--- src/rtl/pipe_stage_reg.sv ---
// Generic inter-stage pipeline register with valid/ready handshake, flush, hold and bubble counter.
// Define PIPE_STAGE_SKID_EN to add a skid entry behind the main register (2-entry elastic buffer).
module pipe_stage_reg #(
  parameter int unsigned       DATA_W  = 32 * 4,
  parameter logic [DATA_W-1:0] NOP_VAL = '0,
  parameter int unsigned       CNT_W   = 16
) (
  input  logic              clk,
  input  logic              rst,
  input  logic              in_valid,
  output logic              in_ready,
  input  logic [DATA_W-1:0] in_data,
  output logic              out_valid,
  input  logic              out_ready,
  output logic [DATA_W-1:0] out_data,
  input  logic              flush,
  input  logic              hold,
  output logic [CNT_W-1:0]  bubble_cnt
);

  logic              main_valid_q, main_valid_d;
  logic [DATA_W-1:0] main_data_q, main_data_d;
  logic [CNT_W-1:0]  bubble_cnt_q, bubble_cnt_d;
  logic              in_xfer, out_xfer;

  // Hold hides the payload from downstream without disturbing it.
  assign out_valid  = main_valid_q && !hold;
  assign out_data   = main_data_q;
  assign bubble_cnt = bubble_cnt_q;
  assign out_xfer   = out_valid && out_ready;
  assign in_xfer    = in_valid && in_ready;

`ifdef PIPE_STAGE_SKID_EN
  logic              skid_valid_q, skid_valid_d;
  logic [DATA_W-1:0] skid_data_q, skid_data_d;

  // Registered readiness: no combinational path from out_ready.
  assign in_ready = !rst && !flush && !hold && !skid_valid_q;

  always_comb begin
    main_valid_d = main_valid_q;
    main_data_d  = main_data_q;
    skid_valid_d = skid_valid_q;
    skid_data_d  = skid_data_q;
    if (flush) begin
      main_valid_d = 1'b0;
      main_data_d  = NOP_VAL;
      skid_valid_d = 1'b0;
      skid_data_d  = NOP_VAL;
    end else if (!hold) begin
      if (skid_valid_q) begin
        if (out_xfer) begin
          main_valid_d = 1'b1;
          main_data_d  = skid_data_q;
          skid_valid_d = 1'b0;
          skid_data_d  = NOP_VAL;
        end
      end else if (in_xfer) begin
        if (!main_valid_q || out_xfer) begin
          main_valid_d = 1'b1;
          main_data_d  = in_data;
        end else begin
          skid_valid_d = 1'b1;
          skid_data_d  = in_data;
        end
      end else if (out_xfer) begin
        main_valid_d = 1'b0;
        main_data_d  = NOP_VAL;
      end
    end
  end

  always_ff @(posedge clk) begin
    if (rst) begin
      skid_valid_q <= 1'b0;
      skid_data_q  <= NOP_VAL;
    end else begin
      skid_valid_q <= skid_valid_d;
      skid_data_q  <= skid_data_d;
    end
  end
`else
  assign in_ready = !rst && !flush && !hold && (!main_valid_q || out_ready);

  always_comb begin
    main_valid_d = main_valid_q;
    main_data_d  = main_data_q;
    if (flush) begin
      main_valid_d = 1'b0;
      main_data_d  = NOP_VAL;
    end else if (!hold) begin
      if (in_xfer) begin
        main_valid_d = 1'b1;
        main_data_d  = in_data;
      end else if (out_xfer) begin
        main_valid_d = 1'b0;
        main_data_d  = NOP_VAL;
      end
    end
  end
`endif

  always_comb begin
    bubble_cnt_d = bubble_cnt_q;
    if (out_ready && !out_valid && (bubble_cnt_q != '1)) begin
      bubble_cnt_d = bubble_cnt_q + CNT_W'(1);
    end
  end

  always_ff @(posedge clk) begin
    if (rst) begin
      main_valid_q <= 1'b0;
      main_data_q  <= NOP_VAL;
      bubble_cnt_q <= '0;
    end else begin
      main_valid_q <= main_valid_d;
      main_data_q  <= main_data_d;
      bubble_cnt_q <= bubble_cnt_d;
    end
  end

endmodule

--- config.mk ---
export PLATFORM = sky130hd
export DESIGN_NAME = pipe_stage_reg
export DESIGN_NICKNAME = d
export VERILOG_FILES = /design/src/rtl/pipe_stage_reg.sv
export SDC_FILE = /design/constraint.sdc
export NUM_CORES = 1
export LEC_CHECK = 0
export ABC_AREA = 1
export BUFFER_PORTS_ARGS = -buffer_cell sky130_fd_sc_hd__buf_2
export CORE_ASPECT_RATIO = 1.75
export CORE_UTILIZATION = 24
export DETAILED_ROUTE_END_ITERATION = 7
export GPL_TIMING_DRIVEN = 0
export PLACE_DENSITY = 0.59
export SKIP_CTS_REPAIR_TIMING = 1
export SYNTH_ARGS = -nofsm -noshare
export SYNTH_HDL_FRONTEND = slang
export SYNTH_SLANG_ARGS = --single-unit
--- constraint.sdc ---
create_clock -name clk -period 1.5 [get_ports clk]
set_input_delay 0.075 -clock clk [delete_from_list [all_inputs] [get_ports clk]]
set_output_delay 0.075 -clock clk [all_outputs]
set_load 0.02 [all_outputs]
# After elaboration in Yosys (flattened, before gate mapping)
# Cells that the tools add are included.
[word_totals]
register_bits = 145
latch_bits = 0
ramBits = 0
rom_bits = 0
input_bits = 134
output_inout_bits = 146
elab_cells = 27
mem_count = 0
[classes]
add_sub_neg = 1
mul = 0
n_div = 0
n_lt_le_gt_ge = 0
eq_ne = 1
shift = 0
mux = 4
n_bitwise = 1
n_reduce_logical = 17
[ops]
columns = ["cell", "n"]
rows = [
  ["$mux 128", 2],
  ["$add 16x1->16 const B", 1],
  ["$ne 16x16->1 const B", 1],
  ["$logic_and 1x1->1", 8],
  ["$logic_not 1->1", 5],
  ["$mux 1", 2],
  ["$reduce_and 2->1", 1],
  ["$reduce_bool 2->1", 1],
  ["$reduce_or 2->1", 1],
  ["$logic_or 1x1->1", 1],
  ["$not 1->1", 1],
]

# Logic depth before layout (Yosys ltp)
[logic_depth]
word_depth = 7
mapped_depth = 10

# Worst setup path before layout
# Ideal clock, no wire load.
[synth_path]
kind = "flip-flop to flip-flop"
start = "register bubble_cnt_q[1] (netlist: bubble_cnt[1])"
end = "register bubble_cnt_q[10] (netlist: bubble_cnt[10])"
setup_ns = 0.115
arrival_ns = 1.494
slack_ns = -0.110
stages_incl_launch_ff = 10
cell_sequence = "dfxtp_1 -> ha_1 -> inv_1 -> nor2_1 -> nand2_1 -> nor2_1 -> nand2_1 -> clkbuf_1 -> a21oi_1 -> nor2_1"
[synth_via]
elab_chain_cells = 2
elab_cells_between_ends = 3
classes_between = "add/sub: 1; eq/ne: 1; reduce/logical: 1"
[synth_rtl]
columns = ["element", "line_no", "source"]
rows = [
  ["from (decl)", "23", "logic [CNT_W-1:0] bubble_cnt_q, bubble_cnt_d;"],
  ["from (signal assigned)", "118", "bubble_cnt_q <= bubble_cnt_d;"],
  ["branches (longest 2 deep; another with $add 16x1->16)", "n/a", ""],
]
# Parallel ways; which one is timed is not known.
# A chain may end at the register's enable or synchronous reset.

# Worst setup path after layout
[layout_path]
start = "register main_valid_q"
end = "register bubble_cnt_q[15] (netlist: bubble_cnt[15])"
[layout_via]
elab_chain_cells = 4
[layout_rtl]
columns = ["element", "line_no", "source"]
rows = [
  ["from (decl)", "21", "logic main_valid_q, main_valid_d;"],
  ["from (signal assigned)", "116", "main_valid_q <= main_valid_d;"],
  ["$logic_and 1x1->1", "27", "assign out_valid = main_valid_q && !hold;"],
  ["$logic_not 1->1", "105", "if (out_ready && !out_valid && (bubble_cnt_q != '1)) begin"],
  ["$logic_and 1x1->1 (2 in series)", "105", ""],
]
# Every way passes these cells.

==> flow_metrics.py <==
metrics = {
    "yosys": {
        "synth_edf_count": 0,
        "synthMuxAreaShare": 0,
        "yosysMostFrequentCell": "nand2_1",
        "async_flop_share": 0,
        "synthTopCellsByCount": "173 x nand2_1, 147 x nand3_1, 145 x dfxtp_1",
        "yosysTopAreaCell": "dfxtp_1",
        "synth_xor_area_frac": 0,
        "syn_nets": 881,
        "syn_area_um2": 5640,
        "yosys.area_share.simple": 0.281,
        "yosysTopAreaCellShare": 0.515,
        "synthTopCellsByArea": "dfxtp_1 51%, nand3_1 13%, a21oi_1 13%",
        "synth_top_family_by_area": "simple AND/OR/NAND/NOR gates",
        "yosys_warnings": 0,
        "synth_seq_area_share": 0.515,
        "synth_fa_ha_area_frac": 0.00222,
        "synth_area_per_cell_um2": 7.56,
        "yosys_most_used_dff": "dfxtp_1",
        "ys_ff_latch": 145,
        "synth-compound-area-share": 0.133,
        "ys_types": 20,
        "synthCells": 746,
    },
    "worst_setup_path": {
        "cp-end-kind": "register",
        "crit_required_ns": 1.82,
        "cp_max_fo": 4,
        "max_stage_delay_ns": 0.43,
        "critPathLaunchType": "register",
        "path_class": "register to register",
        "path_cells": "a21oi_1 -> nand3_1 -> nor2_1 -> nand3_1 -> nand2_1 -> nor2_1",
        "critPathArrivalTime_ns": 1.77,
        "crit_slowest_cell": "a21oi_1",
    },
    "layout": {
        "area_growth_pct": 69.3,
        "multiInputGateArea_um2": 2400,
        "fillers": 2302,
        "seq_area_um2": 2920,
        "drive_above_1_share": 0.327,
        "stdcell_count": 1490,
        "final_nets": 1311,
    },
    "place": {
        "portBuffers": 279,
        "hpwl_um": 15500,
        "dp_slack_ns": -0.368,
        "routabilityCongestion": 0.903,
        "dp.cells": 1325,
    },
    "sta": {
        "final-setup-viol-count": 0,
        "finalHoldViolCount": 0,
        "maxSlewViolCount": 0,
        "setup_tns_ns": 0,
        "period_share": 0.966,
        "rsz0062_at_grt": "yes",
        "worstMarginPinSlew_ns": 0.558,
        "fin_worst_skew_ns": 0.00722,
        "setup_ws_ns": 0.0503,
        "relSlewSlack": 0.628,
        "min_period_ns": 1.45,
        "timing.fmax_ghz": 0.690,
    },
    "pwr": {
        "switching_share": 0.228,
        "switchingPower_uw": 2080,
        "clkPwrFrac": 0.480,
        "p_per_area_nw_per_um2": 957,
        "p_leak_uw": 0.00411,
        "pwr-share-seq": 0.428,
        "ir_drop_mv": 0.705,
        "intPower_uw": 7050,
        "comb_power_share": 0.091,
    },
    "cts": {
        "clk_latency_ns": 0.42,
        "cts_max_path_buffers": 2,
        "clkSinkCount": 145,
        "h-tree-depth": 4,
        "numCtsBuffers": 17,
        "path_clk_slew_ns": 0.06,
        "cts_root_buffer": "clkbuf_16",
        "cts_tree": "done",
    },
    "global_routing": {
        "overflow": 0,
        "grt_pass1_wl_um": 30600,
        "grt_max_degree": 17,
        "grt_pass1_vias": 5901,
        "track_usage": 0.163,
        "grt_antenna_before_repair": 0,
    },
    "routing": {
        "drc_errors": 0,
        "vias_per_cell": 4.54,
        "ant_nets": 0,
        "routedWlPerCell_um": 14.7,
        "finalWirelength_um": 21900,
        "num_vias": 6770,
        "first_iter_violations": 288,
        "first_pass_iters": 4,
    },
    "floorplanning": {
        "die_y_um": 205,
        "start_util": 0.246,
        "fp-row-count": 73,
        "io_pins": 280,
        "core_um2": 22900,
        "dieWidth_um": 118,
        "die_area_um2": 24100,
    },
    "run_status": {
        "status": "finished clean",
    },
    "hold_path": {
        "hold_path.class": "input pin to register",
    },
    "run": {
        "drv_cap": 0,
    },
}
## cells by family after synthesis
family          Yosys count
buf+inv                  83
fa+ha+maj                 1
flops                   145
simple gates            367
compound gates          150
## per-stage QoR
stage | hold slack [ns] | instance area [µm²] | util | power, µW
6_report | 0.00613 | 9540 | 0.416 | 9130
5_1_grt | 0.0271 | 9540 | 0.416 | 9490
4_1_cts | -0.192 | 8010 | 0.349 | 8960
3_5_place_dp | 0.271 | 7410 | 0.323 | 4540
3_3_place_gp | 0.269 | 7410 | 0.323 | 4540
2_1_floorplan | 0.144 | 5640 | - | 4230
## area by class of cell
| class | count | area share |
|---|---|---|
| repair buffers | 412 | 0.285 |
| clock buffers | 23 | 0.0490 |
| inverters | 23 | 0.00905 |
| clock inverters | 9 | 0.0136 |
| multi-input cells | 518 | 0.252 |
| plain buffers | 59 | 0.0461 |
| diodes | 1 | 0.000262 |
| well taps | 300 | 0.0393 |
| flip-flops and latches | 145 | 0.306 |
## power groups by stage
stage          combinational [µW]  clock (µW)  sequential, µW
3_3_place_gp                  540           0            4000
3_5_place_dp                  541           0            4000
4_1_cts                       543        4510            3910
5_1_grt                       903        4670            3920
2_1_floorplan                 195           0            4040
6_report                      835        4390            3910
## state kept, by name, indices dropped and copies added, names as in the netlist
name,flops
out_data,128
bubble_cnt,16
main_valid_q,1
## worst paths after layout
kind	from	to	slack, ns	depth (start not counted)
worst max register to register	main_valid_q	bubble_cnt[15]	0.05	6
worst max-delay path	main_valid_q	bubble_cnt[15]	0.05	6
worst min-delay path	rst	bubble_cnt[15]	0.006	4
worst min register to register	out_data[75]	out_data[75]	0.47	2
## worst max-delay path: cells and delay by family, from the launching register on
kind               cells  cell delay (ns)
AOI/OAI and AO/OA      1             0.43
and+or+nand+nor        5             0.58
DFF                    1             0.34
## placed cells by master, fill, tap and decap left out
cell type,synthesis,final
buf_4,14,24
nor2_2,0,4
o21ai_1,3,1
buf_2,14,280
dlygate4sd3_1,0,129
o21ai_2,0,2
inv_2,6,7
dfxtp_2,0,9
nor3_1,1,1
buf_8,0,1
clkbuf_4,0,6
dfxtp_1,145,134
diode_2,0,1
buf_1,12,1
clkinv_4,0,1
a21oi_2,0,1
clkbuf_8,0,2
nand2_1,173,171
a21oi_1,144,143
clkinv_2,0,3
bufinv_16,0,3
inv_1,17,16
nor2_4,1,2
nand3_1,147,145
ha_4,0,1
o21ai_0,3,3
clkinvlp_4,0,1
clkbuf_2,0,3
dfxtp_4,0,2
nand2_2,1,3
clkbuf_1,19,17
buf_6,1,14
clkbuf_16,0,17
nor2_1,40,35
nand3_2,0,2
inv_6,0,1
nand4_1,3,3
or2_0,1,1
## metal layers
layer  GRT usage  wire length (µm)  up-vias
met5           0                 0        -
met4      0.0746               702        0
met3      0.0443              1000       46
met2       0.308             12000      245
met1       0.165              8220     3122
li1            -                 -     3357
No activity file was read; power rests on OpenSTA's default activity.
